File: src/rtl/sha_nonce_block_feeder.sv
// Padded second-chunk SHA-256 block generator for one mining core.
// Emits one 16-word block per nonce. Nonces are interleaved across NUMPROCESSORS cores.
// Jobs are queued through a one-entry pending slot so they can run back to back.
//
// Ports:
//   clk, rst            clock, synchronous active-high reset
//   job_valid_i/ready_o job handshake; job_w1/w2/w3_i, job_nonce_base_i, job_nonce_count_i
//   abort_i             drop the current and pending jobs
//   out_valid_o/ready_i block handshake; out_block_o ([15] first-used), out_nonce_o
//   out_newblock_o      first block of a job
//   out_last_o          last block of a job
//   busy_o              a current or pending job is held
module sha_nonce_block_feeder #(
  parameter int unsigned PROCESSORINDEX = 0,
  parameter int unsigned NUMPROCESSORS  = 1,
  parameter int unsigned MSG_LEN_BITS   = 640
) (
  input  logic              clk,
  input  logic              rst,
  input  logic              job_valid_i,
  output logic              job_ready_o,
  input  logic [31:0]       job_w1_i,
  input  logic [31:0]       job_w2_i,
  input  logic [31:0]       job_w3_i,
  input  logic [31:0]       job_nonce_base_i,
  input  logic [31:0]       job_nonce_count_i,
  input  logic              abort_i,
  output logic              out_valid_o,
  input  logic              out_ready_i,
  output logic [15:0][31:0] out_block_o,
  output logic [31:0]       out_nonce_o,
  output logic              out_newblock_o,
  output logic              out_last_o,
  output logic              busy_o
);

  localparam logic [0:0]  StIdle = 1'b0;
  localparam logic [0:0]  StRun  = 1'b1;
  localparam logic [31:0] Stride = 32'(NUMPROCESSORS);
  localparam logic [31:0] Offset = 32'(PROCESSORINDEX);
  localparam logic [31:0] MsgLen = 32'(MSG_LEN_BITS);

  logic [0:0]  state_q, state_d;
  logic [31:0] cur_w1_q, cur_w1_d, cur_w2_q, cur_w2_d, cur_w3_q, cur_w3_d;
  logic [31:0] cur_nonce_q, cur_nonce_d, cur_rem_q, cur_rem_d;
  logic        cur_first_q, cur_first_d, cur_last_q, cur_last_d;
  logic [31:0] pend_w1_q, pend_w1_d, pend_w2_q, pend_w2_d, pend_w3_q, pend_w3_d;
  logic [31:0] pend_nonce_q, pend_nonce_d, pend_count_q, pend_count_d;
  logic        pend_valid_q, pend_valid_d;

  logic accept, hs, load;

  assign job_ready_o = !pend_valid_q && !rst;
  assign accept      = job_valid_i && job_ready_o;
  assign hs          = (state_q == StRun) && out_ready_i;
  // The pending job moves up when idle, or on the last beat so no bubble appears.
  assign load        = pend_valid_q && ((state_q == StIdle) || (hs && cur_last_q));

  always_comb begin
    state_d      = state_q;
    cur_w1_d     = cur_w1_q;
    cur_w2_d     = cur_w2_q;
    cur_w3_d     = cur_w3_q;
    cur_nonce_d  = cur_nonce_q;
    cur_rem_d    = cur_rem_q;
    cur_first_d  = cur_first_q;
    cur_last_d   = cur_last_q;
    pend_w1_d    = pend_w1_q;
    pend_w2_d    = pend_w2_q;
    pend_w3_d    = pend_w3_q;
    pend_nonce_d = pend_nonce_q;
    pend_count_d = pend_count_q;
    pend_valid_d = pend_valid_q;

    if (abort_i) begin
      // Abort overrides any handshake or job acceptance in the same cycle.
      state_d      = StIdle;
      pend_valid_d = 1'b0;
      cur_first_d  = 1'b0;
      cur_last_d   = 1'b0;
    end else begin
      if (load) begin
        state_d      = StRun;
        cur_w1_d     = pend_w1_q;
        cur_w2_d     = pend_w2_q;
        cur_w3_d     = pend_w3_q;
        cur_nonce_d  = pend_nonce_q;
        cur_rem_d    = pend_count_q;
        cur_first_d  = 1'b1;
        cur_last_d   = (pend_count_q == 32'd1);
        pend_valid_d = 1'b0;
      end else if (hs && cur_last_q) begin
        state_d     = StIdle;
        cur_first_d = 1'b0;
        cur_last_d  = 1'b0;
      end else if (hs) begin
        cur_nonce_d = cur_nonce_q + Stride;
        cur_rem_d   = cur_rem_q - 32'd1;
        cur_first_d = 1'b0;
        cur_last_d  = (cur_rem_q == 32'd2);
      end

      // Zero-count jobs are accepted but never occupy the slot.
      if (accept && (job_nonce_count_i != 32'd0)) begin
        pend_w1_d    = job_w1_i;
        pend_w2_d    = job_w2_i;
        pend_w3_d    = job_w3_i;
        pend_nonce_d = job_nonce_base_i + Offset;
        pend_count_d = job_nonce_count_i;
        pend_valid_d = 1'b1;
      end
    end
  end

  always_ff @(posedge clk) begin
    if (rst) begin
      state_q      <= StIdle;
      cur_w1_q     <= '0;
      cur_w2_q     <= '0;
      cur_w3_q     <= '0;
      cur_nonce_q  <= '0;
      cur_rem_q    <= '0;
      cur_first_q  <= 1'b0;
      cur_last_q   <= 1'b0;
      pend_w1_q    <= '0;
      pend_w2_q    <= '0;
      pend_w3_q    <= '0;
      pend_nonce_q <= '0;
      pend_count_q <= '0;
      pend_valid_q <= 1'b0;
    end else begin
      state_q      <= state_d;
      cur_w1_q     <= cur_w1_d;
      cur_w2_q     <= cur_w2_d;
      cur_w3_q     <= cur_w3_d;
      cur_nonce_q  <= cur_nonce_d;
      cur_rem_q    <= cur_rem_d;
      cur_first_q  <= cur_first_d;
      cur_last_q   <= cur_last_d;
      pend_w1_q    <= pend_w1_d;
      pend_w2_q    <= pend_w2_d;
      pend_w3_q    <= pend_w3_d;
      pend_nonce_q <= pend_nonce_d;
      pend_count_q <= pend_count_d;
      pend_valid_q <= pend_valid_d;
    end
  end

  always_comb begin
    out_block_o     = '0;
    out_block_o[15] = cur_w1_q;
    out_block_o[14] = cur_w2_q;
    out_block_o[13] = cur_w3_q;
    out_block_o[12] = cur_nonce_q;
    out_block_o[11] = 32'h8000_0000;
    out_block_o[0]  = MsgLen;
  end

  assign out_valid_o    = (state_q == StRun);
  assign out_nonce_o    = cur_nonce_q;
  assign out_newblock_o = cur_first_q;
  assign out_last_o     = cur_last_q;
  assign busy_o         = (state_q == StRun) || pend_valid_q;

endmodule

File: config.mk
export PLATFORM = sky130hd
export DESIGN_NAME = sha_nonce_block_feeder
export DESIGN_NICKNAME = d
export VERILOG_FILES = /design/src/rtl/sha_nonce_block_feeder.sv
export SDC_FILE = /design/constraint.sdc
export NUM_CORES = 1
export LEC_CHECK = 0
export BUFFER_PORTS_ARGS = -buffer_cell sky130_fd_sc_hd__buf_2
export CORE_AREA = 10 10 266 268
export CTS_BUF_LIST = sky130_fd_sc_hd__clkbuf_16
export DETAILED_ROUTE_END_ITERATION = 16
export DIE_AREA = 0 0 276 278
export GPL_TIMING_DRIVEN = 1
export HOLD_SLACK_MARGIN = 0.12
export SYNTH_ARGS = -nofsm -noshare
export SYNTH_HDL_FRONTEND = slang
export SYNTH_SLANG_ARGS = --single-unit
export TNS_END_PERCENT = 50
File: constraint.sdc
create_clock -name clk -period 2.61 [get_ports clk]
set_clock_uncertainty 0.15 [all_clocks]
set_input_delay 0.3915 -clock clk [delete_from_list [all_inputs] [get_ports clk]]
set_output_delay 0.3915 -clock clk [all_outputs]
set_load 0.03 [all_outputs]
==> After elaboration in Yosys (flattened, before gate mapping) <==
Index checks and enable logic that the tools add are counted.
{ "op_classes": {"add_sub_neg": 2, "n_eq_ne": 3, "mux": 16, "bitwise_logic": 2, "n_reduce_logical": 19} }
{ "ops": {"columns": ["cell", "count"], "rows": [
  ["$mux 32", 6],
  ["$add 32x1->32 const B", 1],
  ["$eq 32x1->1 const B", 1],
  ["$eq 32x2->1 const B", 1],
  ["$reduce_bool 32->1", 1],
  ["$sub 32x1->32 const B", 1],
  ["$mux 1", 10],
  ["$logic_and 1x1->1", 6],
  ["$reduce_bool 2->1", 3],
  ["$reduce_and 2->1", 2],
  ["$reduce_and 3->1", 1],
  ["$reduce_bool 3->1", 1],
  ["$logic_not 1->1", 2],
  ["$logic_or 1x1->1", 2],
  ["$ne 2x2->1 const B", 1],
  ["$not 1->1", 2],
  ["$reduce_or 2->1", 1]
]} }
{ "word_totals": {"reg_bits": 324, "inputBits": 165, "output_inout_bits": 549, "wordCells": 56} }

==> Longest topological paths before layout <==
Gate-level depths: netlist of run 1.
{ "depth": {"word_depth": 6, "depth_mapped": 8, "mapped_depth_nobuf": 7} }

==> Worst setup path before layout of run 1 <==
No wires, ideal clock.
{ "synth_path": {"kind": "register -> register", "startpoint": "register cur_nonce_q[0] (netlist: out_nonce_o[0])", "endpoint": "register cur_nonce_q[28] (netlist: out_nonce_o[28])", "setup_time_ns": 0.074, "t_arrival_ns": 2.418, "path_slack_ns": -0.032, "path_stages_with_launch": 9, "path_buffers": 2, "cell_sequence": "dfxtp_1 > ha_1 > and4_1 > clkbuf_1 > and4_1 > clkbuf_1 > nand3_1 > or4_1 > a31oi_1"} }
{ "synth_between": {"elab_chain_cells": 4} }
{ "synth_lines": {"columns": ["element", "line", "source"], "rows": [
  ["start, declared", "45", "logic [31:0] cur_nonce_q, cur_nonce_d, cur_rem_q, cur_rem_d;"],
  ["start signal, assigned", "136", "cur_nonce_q <= cur_nonce_d;"],
  ["$add 32x1->32", "97", "cur_nonce_d = cur_nonce_q + Stride;"],
  ["$mux 32", "96", "end else if (hs) begin"],
  ["$mux 32", "92", "end else if (hs && cur_last_q) begin"],
  ["$mux 32", "82", "if (load) begin"]
]} }
Every way passes these cells. The select of a mux whose other input is x is not followed.
A chain may end at the register's enable or synchronous reset.

==> Worst setup path in the final report of run 1 <==
{ "layout_path": {"startpoint": "register cur_rem_q[1]", "endpoint": "register cur_rem_q[30]"} }
{ "layout_between": {"elab_chain_cells": 4} }
{ "layout_lines": {"columns": ["element", "line", "source"], "rows": [
  ["start, declared", "45", null],
  ["start signal, assigned", "137", "cur_rem_q <= cur_rem_d;"],
  ["$sub 32x1->32", "98", "cur_rem_d = cur_rem_q - 32'd1;"],
  ["$mux 32", "96", null],
  ["$mux 32", "92", null],
  ["$mux 32", "82", null]
]} }
Every way passes these cells. The select of a mux whose other input is x is not followed.

==> out/metrics.csv, run 1 <==
metric,value,unit
Skew-Pair Late Insertion Delay,0.56,ns
FP Rows,94,
final max-slew violation count,0,
WP data required,2.95,ns
Worst path max stage delay,0.41,ns
Final nets,2725,
crit path kind,flip-flop to flip-flop,
Worst VDD drop,0.379,mV
Yosys warning count,0,
sequential area share after synthesis,40.2,%
htree depth,2,
Global Route Usage Sum,14.1,%
Core ar.,65400,µm²
crit path max-delay cell type,or4_1,
Slew Limit Headroom,60.6,%
largest net degree at the start of global routing,121,
Vias,14600,
RSZ-0062 raised after global routing,yes,
max capacitance violation total,0,
Starting Density,24.7,%
WL met1,23700,µm
DRC,0,
PD cells,616,nW/µm²
DRT Pass-1 Iters,4,
Antenna Nets Post-Route,0,
Hold Crit Class,primary input to flip-flop,
TritonCTS clock tree,built,
initial antenna violation count,13,
chip width,276,µm
routed len/inst,16.8,µm
DIE HEIGHT,278,µm
"Cell Chain, Critical Path","inv_1, ha_1, or3b_1, or3_4, or3_4, or4_1, a31oi_1",
crit path DAT,2.83,ns
CP endpoint kind,flip-flop,
HP Start,out_ready_i,
synthesized instance count,2112,
final hold vios,0,
RR Startpoint,cur_rem_q[1],
f_max,402,MHz
Netlist Area Pre-Place,16100,µm²
post-CTS setup buffers,0,
vias in the first global route,14400,
CTS Buf Count,39,
GR Overflow Total,0,
met3 routed WL,4910,µm
drt first-iter violations,837,
Setup-failing EPs final,0,
met2 routed WL,28300,µm
synthesized area per cell,7.64,µm²
share of cells above drive strength 1,18.6,%
ys async rst share,0,%
outcome,finished clean,
number of synthesized flops with an enable pin,0,
hold slack,0.166,ns
GP Congestion,0.841,
I/O pin cnt,714,
FILL cells,7104,
clk slew on worst S/H paths,0.06,ns
IO buf count,329,
first-pass GRT wire length,87800,µm
Tmin final,2.49,ns
CP most frequent cell,or3_4,
Buf/Inv on CP,1,
vias per cell,4.23,
Max Used Layer,met5,
CP startpoint kind,flip-flop,
"Distinct cells, synth",57,
post-detail-place hpwl,43200,µm
Non-Filler Instances,3457,
Post-synth top flop,dfxtp_1,
Die ar.,76700,µm²
WL final,58100,µm
actual slew at the worst max-slew pin,0.592,ns
Layout area overhead,26.4,%
"Largest delay share family, worst path",simple AND/OR/NAND/NOR gates,
Clock Root Buffer,clkbuf_16,
Synth Register Bits,324,
final period utilization,95.3,%
Critical Path Start,cur_rem_q[1],
placed cell count,3217,
Pleak,8.55,nW
CTS Buffer Depth,3,
clock sink count,324,
critical path peak fanout,6,
flip-flops by register name, summed over array words and instances, names as in the netlist, 32 cells and up:
signal        flops
cur_rem_q        32
cur_w1_q         32
cur_w3_q         32
pend_w1_q        32
pend_count_q     32
out_nonce_o      32
pend_w2_q        32
pend_nonce_q     32
pend_w3_q        32
cur_w2_q         32
layer usage:
metal  global-route usage (%)  up-vias
met3                     4.45       64
met4                     3.81        4
met1                     16.9     6831
met2                     23.9      523
li1                         -     7207
met5                        0        -
final timing paths:
check / to / slack (ns) / cells after the start
worst max-delay path: cur_rem_q[30] / 0.12 / 7
worst min-delay path: out_last_o / 0.17 / 4
worst max register to register: cur_rem_q[30] / 0.12 / 7
worst min register to register: cur_w1_q[5] / 0.28 / 2
area by class of cell:
cell class,instances,area [µm²],area share (%)
Multi-Input combinational cell,1617,7480,36.7
Sequential cell,324,6490,31.8
Timing Repair Buffer,566,4060,19.9
Tap cell,864,1080,5.30
Clock buffer,40,1000,4.91
Clock inverter,31,235,1.15
Inverter,9,33.8,0.166
Antenna cell,6,15.0,0.0736
cells in the mapped netlist (5+ instances only):
master | instances | share of area [%]
or2_2 | 5 | 0.19
nand4_1 | 15 | 0.58
nor3_1 | 23 | 0.71
o211ai_1 | 11 | 0.51
a211oi_1 | 9 | 0.42
or4_1 | 13 | 0.61
nor2_1 | 40 | 0.93
and4_1 | 9 | 0.49
a21oi_1 | 286 | 8.9
inv_1 | 8 | 0.19
o31ai_1 | 6 | 0.28
o21ai_0 | 36 | 1.1
and3_1 | 9 | 0.35
dfxtp_1 | 324 | 40
buf_4 | 416 | 19
nand2_1 | 562 | 13
or3_1 | 17 | 0.66
nand2b_1 | 5 | 0.19
o311ai_0 | 5 | 0.27
nand3_1 | 46 | 1.4
nor4_1 | 30 | 1.2
clkbuf_1 | 123 | 2.9
a22oi_1 | 25 | 1.2
a31oi_1 | 22 | 0.85
worst reg2reg max path, delay by kind of cell (launching register included):
| kind | cells | cell delay, ns |
|---|---|---|
| and+or+nand+nor | 4 | 1.52 |
| DFF | 1 | 0.34 |
| adders and majority gates | 1 | 0.18 |
| AOI/OAI and AO/OA | 1 | 0.16 |
| buffers and inverters | 1 | 0.07 |
cell usage in the layout (no fill, tap or decap), types with 6 or more instances in the layout:
cell	count
o31ai_1	6
and3_1	9
a22oi_1	25
a211oi_1	9
nand4_1	15
clkinv_1	12
buf_2	328
nand2_1	561
a31oi_1	22
dlygate4sd3_1	163
nor3_1	22
buf_12	17
clkbuf_16	40
buf_4	57
conb_1	384
or3_1	17
or4_1	13
inv_1	12
dfxtp_1	322
o21ai_0	36
nor4_1	28
clkinv_2	9
a21oi_1	286
nor2_1	39
diode_2	6
o211ai_1	11
and4_1	9
nand3_1	46
timing repair:
item,CTS,global route
gates resized for setup,0,2
hold endpoints to repair,164,0
setup endpoints to repair,0,50
hold buffers,163,0
per-stage QoR:
| step | total power (W) | util [%] | setup TNS, ns | cell area [µm²] | setup WS, ns |
|---|---|---|---|---|---|
| finish | 0.0126 | 31.2 | 0 | 20400 | 0.122 |
| global route | 0.0131 | 31.2 | -0.0336 | 20400 | -0.0133 |
| CTS | 0.0127 | 31.1 | 0 | 20400 | 0.106 |
| detailed placement | 0.00710 | 26.8 | 0 | 17500 | 0.0896 |
| global placement | 0.00710 | 26.8 | 0 | 17500 | 0.0666 |
| floorplan | 0.00705 | - | 0 | 17600 | 0.0520 |
cell families after synthesis:
group | count (synthesis) | share of synthesized area [%]
and+or+nand+nor | 792 | 21.4
adders and majority gates | 3 | 0.233
other | 2 | 0.0466
DFF | 324 | 40.2
buffers and inverters | 553 | 22.6
AOI/OAI and AO/OA | 438 | 15.5
power breakdown:
group,switching [W],internal (W)
clock,0.00224,0.00309
combinational,0.00149,0.000601
sequential,0.0000957,0.00506
No activity file was read; power rests on OpenSTA's default activity.
==> inputs of run 2 (changes only) <==
--- a/config.mk
+++ b/config.mk
@@ -6,12 +6,15 @@
 export NUM_CORES = 1
 export LEC_CHECK = 0
 export BUFFER_PORTS_ARGS = -buffer_cell sky130_fd_sc_hd__buf_2
-export CORE_AREA = 10 10 266 268
+export CELL_PAD_IN_SITES_DETAIL_PLACEMENT = 2
+export CELL_PAD_IN_SITES_GLOBAL_PLACEMENT = 2
+export CORE_MARGIN = 10
+export CORE_UTILIZATION = 23
 export CTS_BUF_LIST = sky130_fd_sc_hd__clkbuf_16
 export DETAILED_ROUTE_END_ITERATION = 16
-export DIE_AREA = 0 0 276 278
 export GPL_TIMING_DRIVEN = 1
 export HOLD_SLACK_MARGIN = 0.12
+export PLACE_DENSITY_LB_ADDON = 0.1
 export SYNTH_ARGS = -nofsm -noshare
 export SYNTH_HDL_FRONTEND = slang
 export SYNTH_SLANG_ARGS = --single-unit
==> run 2 against run 1 <==
Effect of this change: hold slack gained 0.078 ns; register-to-register slack is essentially flat; die area grew 5.7%; sequential cell count is the same; clock power grew 15%; combinational power grew 7%; count of clock-buffer cells in the layout grew 3; fmax shrank 0.22%; non-clock buffer count grew 24; first-iteration DRC count shrank 35%; global-route usage grew 2.9 points.
==> out/metrics.csv, run 2 (synthesized netlist as in run 1, its figures left out) <==
metric,value,unit,change
setup tns final,0,ns,unchanged
f_max,401,MHz,-0.22%
final period utilization,95.5,%,+0.21 points
"most common cell after layout, fill and taps aside",nand2_1,,
final hold vios,0,,unchanged
Util after Layout,29.9,%,-1.3 points
FILL cells,8278,,+17%
most frequent cells in the layout,"561 x nand2_1, 384 x conb_1, 328 x buf_2",,
first-pass GRT wire length,109000,µm,+24%
Final nets,2753,,+1.0%
combinational power share,16.5,%,about the same
DIE HEIGHT,285,µm,+2.4%
post-route cell area,20900,µm²,+2.4%
hold slack,0.244,ns,+0.0778 ns
GR Overflow Total,0,,unchanged
WL final,72400,µm,+25%
IO buf count,329,,unchanged
DRT Pass-1 Iters,4,,unchanged
Placed Area,17800,µm²,+1.7%
clock group share of total power,45.3,%,+2.9 points
Sw Ratio,30.5,%,+0.17 points
vias in the first global route,16700,,+16%
Hold Crit Class,primary input to flip-flop,,
FP Rows,97,,+3.2%
Net Sw Power,0.00413,W,+8.1%
I/O pin cnt,714,,unchanged
max capacitance violation total,0,,unchanged
actual slew at the worst max-slew pin,0.822,ns,+0.230 ns
initial antenna violation count,16,,+3
Die ar.,81100,µm²,+5.7%
chip width,285,µm,+3.2%
DRC,0,,unchanged
clk slew on worst S/H paths,0.06,ns,about the same
Vias,15200,,+4.0%
Antenna Nets Post-Route,0,,unchanged
share of cells above drive strength 1,19.6,%,+1.0 points
Clock Root Buffer,clkbuf_16,,
critical path peak fanout,4,,-2
CP endpoint kind,flip-flop,,
Slew Limit Headroom,45.0,%,-16 points
largest net degree at the start of global routing,121,,unchanged
htree depth,2,,unchanged
CTS Buffer Depth,3,,unchanged
CTS Buf Count,43,,+10%
crit path DAT,2.84,ns,about the same
Skew-Pair Late Insertion Delay,0.57,ns,about the same
Layout area overhead,29.5,%,
TritonCTS clock tree,built,,
outcome,finished clean,,
Worst VDD drop,0.422,mV,+11%
post-detail-place hpwl,53500,µm,+24%
PD cells,647,nW/µm²,+5.0%
crit path kind,flip-flop to flip-flop,,
final max-slew violation count,0,,unchanged
clock sink count,324,,unchanged
Global Route Usage Sum,17.0,%,+2.9 points
Tmin final,2.49,ns,+0.00543 ns
drt first-iter violations,544,,-35%
P_int,0.00939,W,+7.3%
vias per cell,4.27,,+0.97%
Pleak,8.77,nW,+2.6%
Core ar.,69800,µm²,+6.7%
register share of total power,38.2,%,-2.9 points
GP Congestion,0.789,,-6.2%
routed len/inst,20.3,µm,+21%
Starting Density,23.1,%,-1.6 points
RSZ-0062 raised after global routing,no,,
CP startpoint kind,flip-flop,,
WP data required,2.95,ns,about the same
Total Power,0.0135,W,+7.5%
Setup-failing EPs final,0,,unchanged
run 2: cell types whose count changed in the layout (fill, tap and decap cells not counted), sizes merged:
cell	before	now
inv	14	16
clkinv	22	17
bufinv	3	7
buf	403	427
diode	6	4
clkbuf	40	43
run 2: routing by layer:
metal	track usage (%)	vias to the layer above	wire length, µm
met2	31.4	308	38000
li1	-	7251	-
met5	0	-	140
met3	4.11	89	3990
met4	3.23	24	1080
met1	19.6	7535	29100
run 2: per-stage QoR:
step	setup slack, ns	instances
after floorplan	0.0520	2494
after global placement	0.0591	3316
after detailed placement	-0.0480	3316
after CTS	0.0231	3554
after global routing	0.00512	3557
final	0.117	3559
run 2: power groups by stage:
stage	clock network (W)	logic [W]	registers [W]
CTS	0.00635	0.00220	0.00516
floorplan	0	0.00178	0.00527
finish	0.00612	0.00223	0.00516
detailed placement	0	0.00198	0.00527
global placement	0	0.00196	0.00527
global route	0.00654	0.00241	0.00518
run 2: cell type report:
class | count | area, µm² | share of cell area, %
antenna | 4 | 10.0 | 0.0479
multi-input combinational | 1617 | 7490 | 35.9
inverter | 9 | 33.8 | 0.162
sequential | 324 | 6490 | 31.1
tap | 940 | 1180 | 5.63
clock inverter | 32 | 344 | 1.65
timing repair buffer | 590 | 4260 | 20.4
clock buffer | 43 | 1080 | 5.15
run 2: critical path, stage by stage (launching register included):
cell	delay, ns
dfxtp_1	0.32
inv_1	0.09
ha_1	0.16
or3b_1	0.37
or3_4	0.41
or3_4	0.35
or4_1	0.41
a31oi_1	0.16
run 2: worst paths after layout:
kind	from	endpoint	slack, ns	cells after the start
min reg2reg	pend_w2_q[24]	cur_w2_q[24]	0.30	2
max reg2reg	cur_rem_q[0]	cur_rem_q[30]	0.12	7
min	job_valid_i	pend_count_q[18]	0.24	4
max	cur_rem_q[0]	cur_rem_q[30]	0.12	7
run 2: timing repair:
item,CTS,global route
hold endpoints to repair,172,0
gates resized for setup,0,4
hold buffers,163,0
setup buffers,0,1
setup endpoints to repair,0,136
==> inputs of run 3 (changes only) <==
--- a/config.mk
+++ b/config.mk
@@ -5,6 +5,7 @@
 export SDC_FILE = /design/constraint.sdc
 export NUM_CORES = 1
 export LEC_CHECK = 0
+export ABC_AREA = 1
 export BUFFER_PORTS_ARGS = -buffer_cell sky130_fd_sc_hd__buf_2
 export CELL_PAD_IN_SITES_DETAIL_PLACEMENT = 2
 export CELL_PAD_IN_SITES_GLOBAL_PLACEMENT = 2
==> run 3 against run 2 <==
Effect of this change: global-route usage is 0.34 points lower; area after synthesis is 9.2% higher; worst setup slack better by 0.26 ns; combinational power hardly changed; via count is 11% higher; first-iteration DRC count is 20% higher; largest power group unchanged.
==> out/metrics.csv, run 3 <==
metric,value,unit,change
outcome,finished clean,,
Skew-Pair Late Insertion Delay,0.59,ns,+0.02 ns
vias in the first global route,18500,,+11%
top cell type by total area after synthesis,dfxtp_1,,
final max-slew violation count,0,,unchanged
Antenna Nets Post-Route,0,,unchanged
Net Sw Power,0.00424,W,+2.6%
"most common cell after layout, fill and taps aside",nand2_1,,
share of cells above drive strength 1,14.9,%,-4.7 points
Yosys warning count,0,,unchanged
RSZ-0062 raised after global routing,no,,
synthesized instance count,2539,,+20%
first-pass GRT wire length,117000,µm,+7.8%
top post-synthesis cells by area,"dfxtp_1 37%, buf_4 18%, nand2_1 12%",,
final worst setup slack,0.380,ns,+0.263 ns
clock group share of total power,44.4,%,-0.9 points
Setup WS pre-CTS,0.306,ns,+0.354 ns
most frequent cells after synthesis,"579 x nand2_1, 416 x buf_4, 324 x dfxtp_1, 315 x a21oi_1, 261 x nor2_1",,
sequential area share after synthesis,36.8,%,-3.4 points
most frequent cells in the layout,"577 x nand2_1, 384 x conb_1, 328 x buf_2",,
Layout area overhead,23.5,%,
Slew Limit Headroom,20.2,%,-25 points
Global Route Usage Sum,16.6,%,-0.34 points
Pleak,9.81,nW,+12%
Post-synth top flop,dfxtp_1,,
"Cell Chain, Critical Path","dlygate4sd3_1, buf_2, a21oi_4, inv_2, a21oi_4, clkinv_2, buf_4, a21oi_1, nand2_1, a21oi_1",,
Clock Root Buffer,clkbuf_16,,
P_int,0.00908,W,-3.2%
Worst VDD drop,0.397,mV,-5.8%
"Distinct cells, synth",30,,-47%
crit path max-delay cell type,dlygate4sd3_1,,
Netlist Area Pre-Place,17600,µm²,+9.2%
Die ar.,88100,µm²,+8.6%
f_max,448,MHz,+12%
Tmin final,2.23,ns,-0.263 ns
FP Rows,101,,+4.1%
synthesized area per cell,6.94,µm²,-9.1%
I/O pin cnt,714,,unchanged
Hold Crit Class,primary input to flip-flop,,
CP endpoint kind,flip-flop,,
Synth top area share,36.8,%,-3.4 points
PD cells,612,nW/µm²,-5.4%
DRT Pass-1 Iters,4,,unchanged
final hold vios,0,,unchanged
largest net degree at the start of global routing,198,,+64%
Worst path max stage delay,0.58,ns,+0.17 ns
Synth Register Bits,324,,unchanged
ys async rst share,0,%,unchanged
DRC,0,,unchanged
GP Congestion,0.796,,+0.81%
Core ar.,75900,µm²,+8.8%
clk slew on worst S/H paths,0.06,ns,about the same
IO buf count,329,,unchanged
Sw Ratio,31.8,%,+1.3 points
top-count cell post-synth,nand2_1,,
CP startpoint kind,primary input,,
max capacitance violation total,0,,unchanged
Starting Density,23.2,%,+0.088 points
setup tns final,0,ns,unchanged
Vias,16900,,+11%
combinational power share,17.0,%,+0.5 points
clock sink count,324,,unchanged
initial antenna violation count,13,,-3
final period utilization,85.5,%,-10 points
GR Overflow Total,0,,unchanged
WL final,76800,µm,+6.1%
CTS Buffer Depth,3,,unchanged
vias per cell,4.24,,-0.70%
Final nets,3098,,+13%
critical path peak fanout,39,,+35
number of synthesized flops with an enable pin,0,,unchanged
FILL cells,9130,,+10%
htree depth,2,,unchanged
post-detail-place hpwl,55400,µm,+3.6%
actual slew at the worst max-slew pin,1.20,ns,+0.375 ns
crit path kind,primary input to flip-flop,,
crit path DAT,2.59,ns,-0.25 ns
WP data required,2.96,ns,about the same
chip width,297,µm,+4.2%
routed len/inst,19.2,µm,-5.4%
DIE HEIGHT,297,µm,+4.2%
drt first-iter violations,654,,+20%
register share of total power,38.6,%,+0.4 points
CTS Buf Count,42,,-2.3%
TritonCTS clock tree,built,,
Setup-failing EPs final,0,,unchanged
-- run 3: path summary, 6_finish.rpt --
path                              startpoint             to  slack [ns]  cells past startpoint
worst min-delay path             job_valid_i   pend_valid_q        0.17                      4
worst min register to register  cur_w1_q[16]   cur_w1_q[16]        0.31                      2
worst max-delay path             out_ready_i  cur_rem_q[20]        0.38                     10
worst max register to register  cur_rem_q[0]  cur_rem_q[26]        0.51                      9
-- run 3: stage by stage --
step                total power (W)  instance area, µm²  std cells  utilization (%)  hold WS, ns
global route                 0.0140               21800       3989             28.6        0.165
detailed placement          0.00728               18800       3753             24.7        0.305
finish                       0.0133               21800       3991             28.6        0.167
CTS                          0.0136               21800       3988             28.6        0.129
global placement            0.00725               18800       3753             24.7        0.295
floorplan                   0.00717               19100       2921                -        0.290
-- run 3: what timing repair did --
action                                  in CTS  in global routing
gates resized for setup                      0                  0
buffers inserted                             0                  0
endpoints found under the hold margin      164                  0
hold buffers                               163                  0
endpoints found under the setup margin       0                  0
-- run 3: worst max-delay path, delay by kind of cell --
family	cells	cell delay, ns
compound gates	4	0.84
buf+inv	5	1.22
simple gates	1	0.09
-- run 3: power by group through the flow --
stage	Sequential, W	Combinational [W]	Clock [W]
3_3_place_gp	0.00525	0.00200	0
4_1_cts	0.00515	0.00225	0.00618
6_report	0.00515	0.00226	0.00591
5_1_grt	0.00516	0.00249	0.00638
3_5_place_dp	0.00525	0.00203	0
2_1_floorplan	0.00524	0.00194	0
-- run 3: area by class of cell --
| class | instances | area (µm²) | share of cell area, % |
|---|---|---|---|
| multi-input cells | 1910 | 8390 | 38.6 |
| flip-flops and latches | 324 | 6490 | 29.8 |
| repair buffers | 531 | 3780 | 17.4 |
| well taps | 1030 | 1290 | 5.92 |
| clock buffers | 42 | 1050 | 4.83 |
| inverters | 121 | 460 | 2.12 |
| clock inverters | 30 | 297 | 1.36 |
| diodes | 3 | 7.51 | 0.0345 |
-- run 3: cells by family (layout without fill, tap and decap cells) --
| family | Yosys count | count (layout) | share of synthesized area, % |
|---|---|---|---|
| buffers and inverters | 687 | 724 | 23.9 |
| AOI/OAI and AO/OA | 370 | 370 | 10.7 |
| and+or+nand+nor | 1136 | 1136 | 27.4 |
| other | 2 | 387 | 0.0426 |
| adders and majority gates | 3 | 3 | 0.213 |
| xor gates and xnor gates | 17 | 17 | 0.845 |
| DFF | 324 | 324 | 36.8 |
-- run 3: metal layers --
metal / routed length (µm) / vias to the layer above / GRT usage [%]
met5: 81 / - / 0
met4: 1130 / 16 / 3.07
met3: 4100 / 77 / 4.10
met2: 38800 / 314 / 29.7
met1: 32700 / 8329 / 20.0
li1: - / 8198 / -
